--- config.mk ---
export PLATFORM = sky130hd
export DESIGN_NAME = and_gate_sequencer
export DESIGN_NICKNAME = d
export VERILOG_FILES = /design/src/rtl/and_gate_sequencer.sv
export SDC_FILE = /design/constraint.sdc
export NUM_CORES = 1
export LEC_CHECK = 0
export BUFFER_PORTS_ARGS = -buffer_cell sky130_fd_sc_hd__buf_2
export CORE_MARGIN = 4
export CORE_UTILIZATION = 51
export CTS_CLUSTER_DIAMETER = 30
export CTS_CLUSTER_SIZE = 40
export DETAILED_ROUTE_END_ITERATION = 8
export GPL_TIMING_DRIVEN = 0
export PLACE_DENSITY = 0.82
export SETUP_SLACK_MARGIN = 0.5
export SLEW_MARGIN = 20
export SYNTH_ARGS = -nofsm -noshare
export SYNTH_HDL_FRONTEND = slang
export SYNTH_SLANG_ARGS = --single-unit
export TNS_END_PERCENT = 50
--- constraint.sdc ---
create_clock -name clk -period 1.8 [get_ports clk]
set_clock_uncertainty 0.15 [all_clocks]
set_input_delay 0.36 -clock clk [delete_from_list [all_inputs] [get_ports clk]]
set_output_delay 0.36 -clock clk [all_outputs]
set_load 0.01 [all_outputs]
--- src/rtl/and_gate_sequencer.sv ---
// Built-in self-test sequencer for a registered 2-input AND gate: sweeps all
// four input vectors, checks the gate output after its latency, reports status.
module and_gate_sequencer #(
  parameter int LAT        = 1,
  parameter int NUM_PASSES = 1,
  parameter int ERR_W      = 4
) (
  input  logic             clk,
  input  logic             rst,
  input  logic             start,
  input  logic             y_in,
  output logic             a_out,
  output logic             b_out,
  output logic             busy,
  output logic             done,
  output logic             pass,
  output logic [ERR_W-1:0] err_cnt,
  output logic             fail_valid,
  output logic [1:0]       fail_vec
);

  localparam int LW = $clog2(LAT + 1);
  localparam int PW = $clog2(NUM_PASSES + 1);

  typedef enum logic [1:0] {IDLE, APPLY, CHECK, DONE} state_t;

  state_t           state, state_n;
  logic [1:0]       vec, vec_n;
  logic [PW-1:0]    pass_cnt, pass_cnt_n;
  logic [LW-1:0]    lat_cnt, lat_cnt_n;
  logic             a_n, b_n, busy_n, done_n, pass_n, fail_valid_n;
  logic [ERR_W-1:0] err_cnt_n;
  logic [1:0]       fail_vec_n;

  always_ff @(posedge clk or posedge rst) begin
    if (rst) begin
      state      <= IDLE;
      vec        <= '0;
      pass_cnt   <= '0;
      lat_cnt    <= '0;
      a_out      <= 1'b0;
      b_out      <= 1'b0;
      busy       <= 1'b0;
      done       <= 1'b0;
      pass       <= 1'b0;
      err_cnt    <= '0;
      fail_valid <= 1'b0;
      fail_vec   <= '0;
    end else begin
      state      <= state_n;
      vec        <= vec_n;
      pass_cnt   <= pass_cnt_n;
      lat_cnt    <= lat_cnt_n;
      a_out      <= a_n;
      b_out      <= b_n;
      busy       <= busy_n;
      done       <= done_n;
      pass       <= pass_n;
      err_cnt    <= err_cnt_n;
      fail_valid <= fail_valid_n;
      fail_vec   <= fail_vec_n;
    end
  end

  always_comb begin
    state_n      = state;
    vec_n        = vec;
    pass_cnt_n   = pass_cnt;
    lat_cnt_n    = lat_cnt;
    a_n          = a_out;
    b_n          = b_out;
    pass_n       = pass;
    err_cnt_n    = err_cnt;
    fail_valid_n = fail_valid;
    fail_vec_n   = fail_vec;

    case (state)
      IDLE: begin
        a_n = 1'b0;
        b_n = 1'b0;
        if (start) begin
          err_cnt_n    = '0;
          fail_valid_n = 1'b0;
          fail_vec_n   = '0;
          pass_n       = 1'b0;
          vec_n        = '0;
          pass_cnt_n   = '0;
          lat_cnt_n    = LW'(LAT);
          state_n      = APPLY;
        end
      end

      APPLY: begin
        // Leave on the edge where the counter hits zero: LAT cycles in APPLY.
        if (lat_cnt <= LW'(1)) begin
          lat_cnt_n = '0;
          state_n   = CHECK;
        end else begin
          lat_cnt_n = lat_cnt - LW'(1);
        end
      end

      CHECK: begin
        if (y_in != (a_out & b_out)) begin
          if (err_cnt != '1) err_cnt_n = err_cnt + ERR_W'(1);
          if (!fail_valid) begin
            fail_valid_n = 1'b1;
            fail_vec_n   = {a_out, b_out};
          end
        end
        if (vec != 2'b11) begin
          vec_n        = vec + 2'd1;
          {a_n, b_n}   = vec + 2'd1;
          lat_cnt_n    = LW'(LAT);
          state_n      = APPLY;
        end else if (pass_cnt != PW'(NUM_PASSES - 1)) begin
          vec_n        = '0;
          {a_n, b_n}   = 2'b00;
          pass_cnt_n   = pass_cnt + PW'(1);
          lat_cnt_n    = LW'(LAT);
          state_n      = APPLY;
        end else begin
          a_n     = 1'b0;
          b_n     = 1'b0;
          pass_n  = (err_cnt_n == '0);
          state_n = DONE;
        end
      end

      DONE: state_n = IDLE;

      default: state_n = IDLE;
    endcase

    busy_n = (state_n == APPLY) || (state_n == CHECK);
    done_n = (state_n == DONE);
  end

endmodule

# After elaboration in Yosys (flattened, before gate mapping)
# Index checks and enable logic that the tools add are counted.
word_totals:
  regBits: 18
  inputBits: 4
  wordCells: 80
classes:
  n_addsub: 4
  n_lt_le_gt_ge: 1
  n_eq_ne: 15
  n_mux: 35
  bitwise_logic: 1
  n_reduce_logical: 12
op_table:
  columns: ["cell", "count"]
  rows:
  - ["$mux 2", 9]
  - ["$mux 4", 4]
  - ["$mux 1", 12]
  - ["$ne 2x2->1 const B", 6]
  - ["$reduce_and 3->1", 4]
  - ["$pmux 1 s2", 5]
  - ["$eq 2x2->1 const B", 4]
  - ["$pmux 2 s2", 2]
  - ["$pmux 2 s4", 1]
  - ["$pmux 4 s2", 1]
  - ["$reduce_and 4->1", 2]
  - ["$add 4x1->4 const B", 1]
  - ["$eq 2x1->1 const B", 2]
  - ["$logic_not 4->1", 1]
  - ["$ne 4x4->1 const B", 1]
  - ["$ne 3x3->1 const B", 1]
  - ["$pmux 1 s3", 1]
  - ["$reduce_bool 3->1", 1]
  - ["$add 2x1->2 const B", 1]
  - ["$logic_not 2->1", 1]
  - ["$reduce_and 2->1", 1]
  - ["$reduce_bool 2->1", 1]
  - ["$add 1x1->1 const B", 1]
  - ["$and 1x1->1", 1]
  - ["4 further kinds", 4]

# Longest topological paths before layout
# Gate-level depths: netlist of the first run.
logic_depth:
  ltp_word: 8
  depth_mapped: 5
  mapped_depth_nobuf: 5

# Least setup slack after synthesis of the first run
# No wires, ideal clock.
synth_path:
  kind: "reg-to-reg"
  from: "register err_cnt[0]"
  to: "register pass"
  setup_ns: 0.066
  arrival_ns: 1.418
  required_ns: 1.584
  setup_slack_ns: 0.166
  path_stages_with_launch: 6
  n_path_buf: 0
  cell_sequence: "dfrtp_1 > ha_1 > nand2_1 > a2111o_1 > o311ai_1 > a41o_1"
synth_via:
  elab_chain_cells: 8
  word_cells_on_any_way: 9
  classes_between: "1 x add/sub; 1 x eq/ne; 6 x mux; 1 x reduce/logical"
synth_rtl:
  columns: ["item", "line_no", "text"]
  rows:
  - ["start, declared", "17", "output logic [ERR_W-1:0] err_cnt,"]
  - ["start signal, assigned", "59", "err_cnt <= err_cnt_n;"]
  - ["$add 4x1->4 / $ne 4x4->1 (equally long branches)", "105", "if (err_cnt != '1) err_cnt_n = err_cnt + ERR_W'(1);"]
  - ["$mux 4", "105", null]
  - ["$mux 4 (*)", "104", "if (y_in != (a_out & b_out)) begin"]
  - ["$mux 4 (*)", "77", "case (state)"]
  - ["$logic_not 4->1 (*)", "125", "pass_n = (err_cnt_n == '0);"]
  - ["$mux 1 (*)", "116", "end else if (pass_cnt != PW'(NUM_PASSES - 1)) begin"]
  - ["$mux 1 (*)", "111", "if (vec != 2'b11) begin"]
  - ["$pmux 1 s2 (*)", "77", null]
  - ["end signal, assigned", "58", "pass <= pass_n;"]
  - ["end, declared", "16", "output logic pass,"]
# Every way passes the cells marked *; elsewhere a longest branch is shown, timed or not. The select of a mux whose other input is x is not followed.
# A chain may end at the register's enable or synchronous reset.

# Final worst setup path of the first run
layout_path:
  from: "register a_out"
  to: "register err_cnt[3]"
layout_via:
  elab_chain_cells: 5
layout_rtl:
  columns: ["item", "line_no", "text"]
  rows:
  - ["start, declared", "12", "output logic a_out,"]
  - ["start signal, assigned", "54", "a_out <= a_n;"]
  - ["$and 1x1->1", "104", null]
  - ["$ne 1x1->1", "104", null]
  - ["$mux 4", "104", null]
  - ["$mux 4", "77", null]
  - ["$pmux 4 s2", "77", null]
# No other way between the ends. The select of a mux whose other input is x is not followed.

==> results of run 1 <==
## cells in the mapped netlist (2+ instances only)
| cell | number |
|---|---|
| sky130_fd_sc_hd__dfrtp_1 | 16 |
| sky130_fd_sc_hd__inv_1 | 7 |
| sky130_fd_sc_hd__nand2_1 | 6 |
| sky130_fd_sc_hd__o21ai_0 | 4 |
| sky130_fd_sc_hd__a22o_1 | 3 |
| sky130_fd_sc_hd__ha_1 | 3 |
| sky130_fd_sc_hd__nor3_1 | 3 |
| sky130_fd_sc_hd__a21oi_1 | 2 |
| sky130_fd_sc_hd__mux2i_1 | 2 |
| sky130_fd_sc_hd__nand2b_1 | 2 |
| sky130_fd_sc_hd__o21a_1 | 2 |
| sky130_fd_sc_hd__o22ai_1 | 2 |
## final cells by class
class                   count  area (µm²)
clock buffers               4        36.3
fillers                    71         228
inverters                   7        26.3
multi-input cells          48         424
flip-flops and latches     16         410
well taps                  15        18.8
repair buffers             33         239
## layer usage
metal / vias up / share of wire, % / track usage, %
met5: - / 0 / 0
met1: 354 / 47 / 24.0
met4: 0 / 0 / 4.97
met3: 0 / 4.0 / 5.75
li1: 342 / - / -
met2: 18 / 50 / 27.3
## power by group
| part | switching, mW | total [mW] | internal, mW | leakage, nW |
|---|---|---|---|---|
| Combinational | 0.391 | 0.857 | 0.467 | 0.363 |
| Clock | 0.118 | 0.241 | 0.123 | 0.0210 |
| Sequential | 0.117 | 0.600 | 0.483 | 0.200 |
| Total | 0.626 | 1.70 | 1.07 | 0.584 |
## stage by stage
| stage | cell area [µm²] | std cells | setup WS (ps) | util [%] |
|---|---|---|---|---|
| floorplan | 808 | 71 | 307 | - |
| global placement | 902 | 101 | 181 | 65.2 |
| detailed placement | 902 | 101 | 156 | 65.2 |
| CTS | 1030 | 113 | 234 | 74.6 |
| global route | 1150 | 123 | 166 | 83.5 |
| finish | 1150 | 123 | 205 | 83.5 |
## cells by family (layout without fill, tap and decap cells)
group,count (synthesis),in the layout,synth area share [%]
buffers and inverters,7,44,3.34
adders and majority gates,3,3,4.77
DFF,16,16,50.9
xor gates and xnor gates,1,1,1.11
and+or+nand+nor,16,16,11.1
AOI/OAI and AO/OA,26,26,26.2
muxes,2,2,2.54
## final timing paths
kind | from | cells past startpoint | slack (ps) | endpoint
worst min register to register | fail_vec[1]$_DFFE_PP0P_ | 1 | 350 | fail_vec[1]$_DFFE_PP0P_
min in group clk | start | 4 | 320 | err_cnt[3]$_DFFE_PP0P_
worst min-delay path | rst | 2 | -20 | busy$_DFF_PP0_
max in group asynchronous | rst | 2 | 1090 | a_out$_DFFE_PP0P_
worst max-delay path | a_out$_DFFE_PP0P_ | 4 | 210 | err_cnt[3]$_DFFE_PP0P_
worst max register to register | a_out$_DFFE_PP0P_ | 4 | 210 | err_cnt[3]$_DFFE_PP0P_
## state kept, by name, indices dropped and copies added, names as in the netlist
name	cells
vec	2
busy	1
pass	1
fail_valid	1
a_out	1
state	2
done	1
b_out	1
fail_vec	2
err_cnt	4
## cell usage in the layout, fill, tap and decap left out, types with 2 or more instances in the layout
cell type / Yosys / layout
sky130_fd_sc_hd__a21oi_1: 2 / 2
sky130_fd_sc_hd__a22o_1: 3 / 3
sky130_fd_sc_hd__buf_2: 0 / 11
sky130_fd_sc_hd__buf_4: 0 / 17
sky130_fd_sc_hd__buf_6: 0 / 5
sky130_fd_sc_hd__clkbuf_4: 0 / 3
sky130_fd_sc_hd__dfrtp_1: 16 / 8
sky130_fd_sc_hd__dfrtp_2: 0 / 8
sky130_fd_sc_hd__inv_1: 7 / 5
sky130_fd_sc_hd__inv_2: 0 / 2
sky130_fd_sc_hd__mux2i_1: 2 / 2
sky130_fd_sc_hd__nand2_1: 6 / 4
sky130_fd_sc_hd__nand2_2: 0 / 2
sky130_fd_sc_hd__nand2b_1: 2 / 2
sky130_fd_sc_hd__nor3_1: 3 / 3
sky130_fd_sc_hd__o21a_1: 2 / 2
sky130_fd_sc_hd__o21ai_0: 4 / 2
sky130_fd_sc_hd__o22ai_1: 2 / 2
## repair_timing
action                                  4_1_cts  5_1_grt
setup buffers                                 8       10
gates resized for setup                       9       13
endpoints found under the hold margin        16        0
pin swaps                                     1        5
endpoints found under the setup margin       26       25
==> Flow_metrics.wiki, run 1 <==
{| class="wikitable"
! Metric !! Value
|-
| Highest ir drop seen on vdd || about 0.00092 V
|-
| Global placement routability congestion || 0.834
|-
| Class of the tightest hold or removal check || input port to asynchronous set/reset pin
|-
| Top-level port count || 16
|-
| Clock latency on the worst-skew pair || 290 ps
|-
| Initial core utilization || 56.9%
|-
| Family with the most delay on the worst path || flip-flops
|-
| Floorplan core area || 1380 µm²
|-
| Power after layout || 1.70 mW
|-
| Ranking of synthesized cells by area || sky130_fd_sc_hd__dfrtp_1 51%, sky130_fd_sc_hd__ha_1 4.8%, sky130_fd_sc_hd__inv_1 3.3%
|-
| Critical path data arrival time || 1600 ps
|-
| Number of global-route vias before repair || 605
|-
| Detailed Route WL || between 2000 and 2500 µm
|-
| Final total negative setup slack || 0 ps
|-
| Total nets after synthesis || 78
|-
| Unrepaired setup endpoints after global routing || true
|-
| Buffering stage count on the worst path with inverters included || 0
|-
| Via-to-Cell Ratio || 5.80
|-
| CTS sink cnt || 16
|-
| Share of async-settable or async-resettable flops after synthesis || 100%
|-
| H-tree lvl count || 1
|-
| Clock tree from TritonCTS || yes
|-
| Static Leak || 0.584 nW
|-
| Top_reg_cell synth || sky130_fd_sc_hd__dfrtp_1
|-
| Overall via count from detail_route || 714
|-
| Sequence of cells on the critical path || and3b_2 > o2111ai_2 > mux2i_1 > o21ai_0
|-
| Violated checks || hold timing
|-
| Syn avg cell area || roughly 11 µm²
|-
| Yosys warning count || 0
|-
| Post-route DRC || 0
|-
| EDFF count, synth || 0
|-
| Total Routing Usage GR || 17.8%
|-
| TritonCTS Buffers || 3
|-
| Largest net degree at the start of global routing || 17
|-
| Data required time at the worst endpoint || 1810 ps
|-
| Startpoint type of the worst setup path || flop
|-
| Transition time at the pin with the least slew margin || 611 ps
|-
| Number of distinct library cells after synthesis || 31
|-
| Run status || finished with violations
|-
| Number of hold violations in the final report || 16
|-
| Routed length per placed instance || 16.4 µm
|-
| Height of the die || ~47 µm
|-
| Final Hold Slack || -23.2 ps
|-
| Post-layout nets || between 100 and 150
|-
| Clk buf depth || 2
|-
| Final critical delay including setup and external delays || 1590 ps
|-
| Max Clk Rate || between 600 and 700 MHz
|-
| Slowest cell on crit path || sky130_fd_sc_hd__dfrtp_2
|-
| FP Rows || 13
|-
| Sequential cell area fraction in the yosys report || about 51%
|-
| Hpwl dp || between 1000 and 1500 µm
|-
| Crit-path max FO || 5
|-
| Overflow after GRT || 0
|-
| Ant. Diodes || 0
|-
| Fraction of final layout cells with drive strength greater than 1 || approximately three fifths
|-
| CP Capture Type || flop
|-
| Max-capacitance violation count || 0
|-
| Type of the worst setup path || flop to flop
|-
| Initial antenna violation count || 0
|-
| Post-synthesis sequential element count || 16
|-
| Area growth from synthesis to layout || 46.7%
|-
| Horiz. Die Dim || ~47 µm
|-
| Die outline area || between 2000 and 2500 µm²
|-
| Pwr dens || 1470 nW/µm²
|-
| Gate count after technology mapping || 71
|-
| First-pass GRT wire length || 2750 µm
|-
| Final worst-path cycle share || 88.6%
|-
| Slew HR || about 59%
|-
| Post-synthesis cell type with the largest combined area || sky130_fd_sc_hd__dfrtp_1
|-
| Final setup violating endpoints || 0
|-
| Count of buffers inserted at the top-level ports || 15
|-
| Slowest Stage Delay on Critical Path || 450 ps
|-
| Register clock-pin slew on the reported worst setup and hold paths || 100 ps
|-
| Share of the synthesized area in the top cell type || 50.9%
|-
| Summed instance area of the synthesized netlist || ~800 µm²
|-
| Number of nets with antenna violations after detailed routing || 0
|-
| Clock root buffer || sky130_fd_sc_hd__clkbuf_4
|-
| Number of slew-limit violations in the final report || 0
|-
| Detailed Route Iter0 Violations || 11
|-
| Pre-antenna DRT Iters || 4
|}
No activity file was read; power rests on OpenSTA's default activity.
==> inputs of run 2 (changes only) <==
Clock period 1.8 ns to 1.7 ns, I/O delays scaled along.
==> run 2 against run 1 <==
- the run still ends with hold timing left
- design area is 0.65% higher
- setup slack got worse by 78 ps
- sequential power up 6.0%
- critical endpoint unchanged
- largest power group unchanged
- register-to-register slack got worse by 80 ps
- combinational power rose by 7.4%
- highest routed layer is now met4
- first-iteration DRC count increased by 110%
- maximum frequency grew 1.4%
- hold slack worse by 32 ps
- count of clock-buffer cells in the layout unchanged
==> Flow_metrics.wiki, run 2 (synthesis gave the netlist of run 1 again) <==
{| class="wikitable"
! Metric !! Value
|-
| Final core utilization || between 80% and 90%
|-
| Via-to-Cell Ratio || 6.05
|-
| FP Rows || 13
|-
| Height of the die || 47.3 µm
|-
| Final setup violating endpoints || 0
|-
| Static Leak || between 0.5 and 0.6 nW
|-
| Clk buf depth || 2
|-
| Overall via count from detail_route || 750
|-
| Commonest cells after routing, fill and taps aside || 17 x sky130_fd_sc_hd__buf_4, 11 x sky130_fd_sc_hd__buf_2, 8 x sky130_fd_sc_hd__dfrtp_2, 8 x sky130_fd_sc_hd__dfrtp_1, 6 x sky130_fd_sc_hd__buf_6
|-
| Fraction of final layout cells with drive strength greater than 1 || 59.6%
|-
| Crit-path max FO || 5
|-
| Detailed Route Iter0 Violations || 23
|-
| Final worst-path cycle share || 92.5%
|-
| Largest net degree at the start of global routing || 17
|-
| Overflow after GRT || 0
|-
| R2R Setup Slk || 130 ps
|-
| Critical path data arrival time || 1580 ps
|-
| Type of the worst setup path || flop to flop
|-
| Initial antenna violation count || 0
|-
| Highest ir drop seen on vdd || 0.000999 V
|-
| Die outline area || 2240 µm²
|-
| H-tree lvl count || 1
|-
| Routed length per placed instance || 16.4 µm
|-
| Slew HR || about three fifths
|-
| Hpwl dp || around 1200 µm
|-
| Max-capacitance violation count || 0
|-
| Horiz. Die Dim || 47.3 µm
|-
| Unrepaired setup endpoints after global routing || true
|-
| Post-layout nets || 117
|-
| Slowest Stage Delay on Critical Path || 460 ps
|-
| Global placement routability congestion || 0.834
|-
| Final total negative setup slack || 0 ps
|-
| Initial core utilization || 56.9%
|-
| Number of hold violations in the final report || 16
|-
| Worst reg2reg path startpoint || b_out$_DFFE_PP0P_
|-
| Data required time at the worst endpoint || approximately 1700 ps
|-
| Commonest non-fill, non-tap cell in the layout || sky130_fd_sc_hd__buf_4
|-
| Floorplan core area || 1380 µm²
|-
| Startpoint type of the worst setup path || flop
|-
| Internal power component || about 1.1 mW
|-
| CP Capture Type || flop
|-
| Number of global-route vias before repair || 603
|-
| Buffering stage count on the worst path with inverters included || 0
|-
| Family with the most delay on the worst path || flip-flops
|-
| Combinational power share || 50.8%
|-
| Final Hold Slack || -55.1 ps
|-
| Critical path startpoint || b_out$_DFFE_PP0P_
|-
| Slowest cell on crit path || sky130_fd_sc_hd__dfrtp_2
|-
| Post-route DRC || 0
|-
| TritonCTS Buffers || 3
|-
| Clock Power Share || 14.1%
|-
| End of the worst register-to-register path || err_cnt[3]$_DFFE_PP0P_
|-
| Transition time at the pin with the least slew margin || between 500 and 600 ps
|-
| Clock root buffer || sky130_fd_sc_hd__clkbuf_4
|-
| Part of the total power dissipated in sequential elements || 35.1%
|-
| Class of the tightest hold or removal check || input port to asynchronous set/reset pin
|-
| Top-level port count || 16
|-
| Top reg by flops || err_cnt
|-
| Total Routing Usage GR || about 18%
|-
| CTS sink cnt || 16
|-
| Depth of the worst register-to-register path || 4
|-
| Clock tree from TritonCTS || yes
|-
| Switching Share || 37.1%
|-
| Final critical delay including setup and external delays || 1570 ps
|-
| Number of nets with antenna violations after detailed routing || 0
|-
| Clock latency on the worst-skew pair || 290 ps
|-
| Register clock-pin slew on the reported worst setup and hold paths || 100 ps
|-
| First-pass GRT wire length || 2790 µm
|-
| Area growth from synthesis to layout || 47.7%
|-
| Sequence of cells on the critical path || and3b_2 > o2111ai_2 > mux2i_1 > o21ai_0
|-
| Max Clk Rate || between 600 and 700 MHz
|-
| Net switching power || 0.673 mW
|-
| Detailed Route WL || 2040 µm
|-
| Violated checks || hold timing
|-
| Run status || finished with violations
|-
| Ant. Diodes || 0
|-
| Pwr dens || between 1500 and 2000 nW/µm²
|-
| Count of buffers inserted at the top-level ports || 15
|-
| Number of slew-limit violations in the final report || 0
|-
| Flip-flop count of the largest register, all copies and words added || 4
|-
| Pre-antenna DRT Iters || 4
|}
## run 2: worst reg2reg max path: cells and delay by family (launching register included)
| kind | cells | cell delay, ps |
|---|---|---|
| simple gates | 1 | 240 |
| flops | 1 | 460 |
| compound gates | 2 | 310 |
| mux | 1 | 290 |
## run 2: metal layers
| metal | share of wire (%) | track usage (%) |
|---|---|---|
| met5 | 0 | 0 |
| met4 | 0.69 | 6.63 |
| met3 | 5.5 | 5.75 |
| met2 | 47 | 27.5 |
| met1 | 46 | 24.5 |
## run 2: stage by stage
step | worst slack, ps | power [mW] | std cells | hold WS, ps | area (µm²)
6_report | 127 | 1.81 | 124 | -55.1 | 1160
3_5_place_dp | 55.7 | 1.19 | 101 | 290 | 902
3_3_place_gp | 101 | 1.16 | 101 | 268 | 902
4_1_cts | 140 | 1.53 | 112 | -30.1 | 1020
2_1_floorplan | 207 | 1.00 | 71 | 103 | 808
5_1_grt | 23.8 | 1.93 | 124 | -19.6 | 1160
## run 2: cell type report
class                           count  area, µm²
Sequential cell                    16        410
Multi-Input combinational cell     48        420
Fill cell                          69        220
Timing Repair Buffer               34        250
Inverter                            7       26.3
Tap cell                           15       18.8
Clock buffer                        4       36.3
## run 2: power groups by stage
stage	logic, mW	registers [mW]	clock network (mW)
2_1_floorplan	0.336	0.666	0
3_3_place_gp	0.525	0.640	0
3_5_place_dp	0.544	0.645	0
4_1_cts	0.645	0.623	0.263
5_1_grt	0.999	0.653	0.281
6_report	0.920	0.636	0.256
## run 2: how the worst max path moves through the flow
stage / depth (start not counted) / endpoint
6_report: 4 / err_cnt[3]$_DFFE_PP0P_
3_5_place_dp: 4 / busy$_DFF_PP0_
3_3_place_gp: 5 / pass$_DFFE_PP0P_
5_1_grt: 4 / pass$_DFFE_PP0P_
4_1_cts: 4 / fail_vec[0]$_DFFE_PP0P_
2_1_floorplan: 4 / pass$_DFFE_PP0P_
## run 2: repair_timing
| item | in CTS | in global routing |
|---|---|---|
| buffers inserted | 7 | 12 |
| endpoints found under the setup margin | 28 | 28 |
| resized for setup | 9 | 15 |
| endpoints found under the hold margin | 16 | 16 |
| pin swaps | 1 | 5 |
| gates cloned | 0 | 0 |
==> inputs of run 3 (changes only) <==
Settings changed: BUFFER_PORTS_ARGS -buffer_cell sky130_fd_sc_hd__buf_2 to -buffer_cell sky130_fd_sc_hd__buf_4.
==> run 3 against run 2 <==
- the run still ends with hold timing left
- non-clock buffer count down 1
- maximum frequency down 2.2%
- sequential cell count is the same
- count of clock-buffer cells in the layout unchanged
- design area up 4.3%
- critical path depth stayed put
- die area stayed put
- utilization is 3.6 points higher
- global-route usage up 1.9 points
- hold slack gained 21 ps
- first-iteration DRC count is the same
- critical endpoint is now fail_vec[0]$_DFFE_PP0P_
- highest routed layer unchanged
==> Flow_metrics.wiki, run 3 (synthesis gave the netlist of run 1 again) <==
{| class="wikitable"
! Metric !! Value
|-
| Clock tree from TritonCTS || yes
|-
| Static Leak || 0.590 nW
|-
| Top-level port count || 16
|-
| Die outline area || about 2200 µm²
|-
| Count of fill cells added during filler insertion || 51
|-
| Commonest non-fill, non-tap cell in the layout || sky130_fd_sc_hd__buf_4
|-
| Number of slew-limit violations in the final report || 0
|-
| TritonCTS Buffers || 3
|-
| Crit-path max FO || 5
|-
| Detailed Route Iter0 Violations || 23
|-
| Commonest cells after routing, fill and taps aside || 26 x sky130_fd_sc_hd__buf_4, 8 x sky130_fd_sc_hd__dfrtp_2, 8 x sky130_fd_sc_hd__dfrtp_1
|-
| Register area || 410 µm²
|-
| Pwr dens || 1610 nW/µm²
|-
| Clock root buffer || sky130_fd_sc_hd__clkbuf_4
|-
| Depth of the worst register-to-register path || 4
|-
| Startpoint type of the worst setup path || flop
|-
| Unrepaired setup endpoints after global routing || true
|-
| Final total negative setup slack || 0 ps
|-
| Overflow after GRT || 0
|-
| Clk buf depth || 2
|-
| Total area of multi-input combinational cells || 435 µm²
|-
| Type of the worst setup path || flop to flop
|-
| Run status || finished with violations
|-
| Total Routing Usage GR || 20.1%
|-
| Initial antenna violation count || 0
|-
| Horiz. Die Dim || 47.3 µm
|-
| Clock latency on the worst-skew pair || ~290 ps
|-
| Slew HR || 59.2%
|-
| Fraction of final layout cells with drive strength greater than 1 || 60.2%
|-
| CP Capture Type || flop
|-
| Max Clk Rate || 622 MHz
|-
| Routed length per placed instance || 19.4 µm
|-
| End of the worst register-to-register path || fail_vec[0]$_DFFE_PP0P_
|-
| Number of global-route vias before repair || 673
|-
| Last element of the critical path || fail_vec[0]$_DFFE_PP0P_
|-
| Top reg by flops || err_cnt
|-
| Power after layout || a little under 2 mW
|-
| Data required time at the worst endpoint || 1740 ps
|-
| Count of buffers inserted at the top-level ports || 15
|-
| Final Hold Slack || -34.5 ps
|-
| Met2 Wirelength || 1130 µm
|-
| Register clock-pin slew on the reported worst setup and hold paths || approximately 100 ps
|-
| R2R Setup Slk || approximately 92 ps
|-
| Flip-flop count of the largest register, all copies and words added || 4
|-
| Highest ir drop seen on vdd || roughly 0.0012 V
|-
| Height of the die || 47.3 µm
|-
| Initial core utilization || 56.9%
|-
| Area growth from synthesis to layout || 54.1%
|-
| Transition time at the pin with the least slew margin || 612 ps
|-
| Max layer used || met4
|-
| First-pass GRT wire length || 3060 µm
|-
| FP Rows || 13
|-
| CTS sink cnt || 16
|-
| Final worst-path cycle share || a little over nine tenths
|-
| Final critical delay including setup and external delays || 1610 ps
|-
| Max-capacitance violation count || 0
|-
| Overall via count from detail_route || about 770
|-
| Ant. Diodes || 0
|-
| Critical path startpoint || b_out$_DFFE_PP0P_
|-
| Violated checks || hold timing
|-
| Via-to-Cell Ratio || 6.28
|-
| Hpwl dp || approximately 1200 µm
|-
| Floorplan core area || 1380 µm²
|-
| Class of the tightest hold or removal check || input port to asynchronous set/reset pin
|-
| Routed length on met1 || 991 µm
|-
| Largest net degree at the start of global routing || 17
|-
| Post-route DRC || 0
|-
| Critical path data arrival time || ~1700 ps
|-
| Worst reg2reg path startpoint || b_out$_DFFE_PP0P_
|-
| H-tree lvl count || 1
|-
| Global placement routability congestion || 0.812
|-
| Met3 routed wirelength || 145 µm
|-
| Post-layout nets || 116
|-
| Pre-antenna DRT Iters || 4
|-
| Detailed Route WL || between 2000 and 2500 µm
|-
| Number of hold violations in the final report || 16
|-
| Final setup violating endpoints || 0
|-
| Number of nets with antenna violations after detailed routing || 0
|}
[run 3: cell type report]
class / instances / area share [%]
inverters: 7 / 2.37
clock buffers: 4 / 2.99
flip-flops and latches: 16 / 33.8
repair buffers: 33 / 23.3
multi-input cells: 48 / 35.9
well taps: 15 / 1.55
[run 3: per-stage QoR]
| step | setup slack [ps] | utilization [%] | instances | cell area (µm²) | hold slack (ps) |
|---|---|---|---|---|---|
| 6_report | 92.0 | 87.7 | 123 | 1210 | -34.5 |
| 5_1_grt | 25.0 | 87.7 | 123 | 1210 | 8.36 |
| 4_1_cts | 134 | 81.9 | 119 | 1130 | -17.8 |
| 3_5_place_dp | 78.1 | 68.0 | 101 | 940 | 300 |
| 3_3_place_gp | 92.3 | 68.0 | 101 | 940 | 281 |
| 2_1_floorplan | 207 | - | 71 | 808 | 103 |
[run 3: worst min path at each step]
| stage | end | cells after the start | from |
|---|---|---|---|
| after detailed placement | fail_valid$_DFFE_PP0P_ | 2 | rst |
| final | fail_vec[1]$_DFFE_PP0P_ | 2 | rst |
| after CTS | fail_vec[1]$_DFFE_PP0P_ | 2 | rst |
| after global placement | fail_vec[0]$_DFFE_PP0P_ | 2 | rst |
| after floorplan | busy$_DFF_PP0_ | 1 | rst |
| after global routing | fail_valid$_DFFE_PP0P_ | 2 | rst |
[run 3: power by group]
group	total, mW	leakage (nW)	internal, mW	switching (mW)
Clock	0.256	0.0210	0.131	0.125
Sequential	0.653	0.200	0.512	0.141
Combinational	1.04	0.369	0.573	0.468
Total	1.95	0.590	1.22	0.734
[run 3: timing repair]
| action | in CTS | in global routing |
|---|---|---|
| hold endpoints to repair | 16 | 0 |
| setup buffers | 14 | 4 |
| gates resized for setup | 20 | 7 |
| setup endpoints to repair | 27 | 26 |
| pin swaps | 3 | 4 |
[run 3: routing by layer]
metal / up-vias / track usage [%]
met5: - / 0
met4: 0 / 9.94
met3: 16 / 3.83
met2: 38 / 32.4
met1: 380 / 25.7
li1: 338 / -
[run 3: critical path: stages (launching register included)]
cell	delay, ps
sky130_fd_sc_hd__dfrtp_2	460
sky130_fd_sc_hd__a21boi_2	240
sky130_fd_sc_hd__nor2_2	110
sky130_fd_sc_hd__a221o_1	330
sky130_fd_sc_hd__a22o_2	210
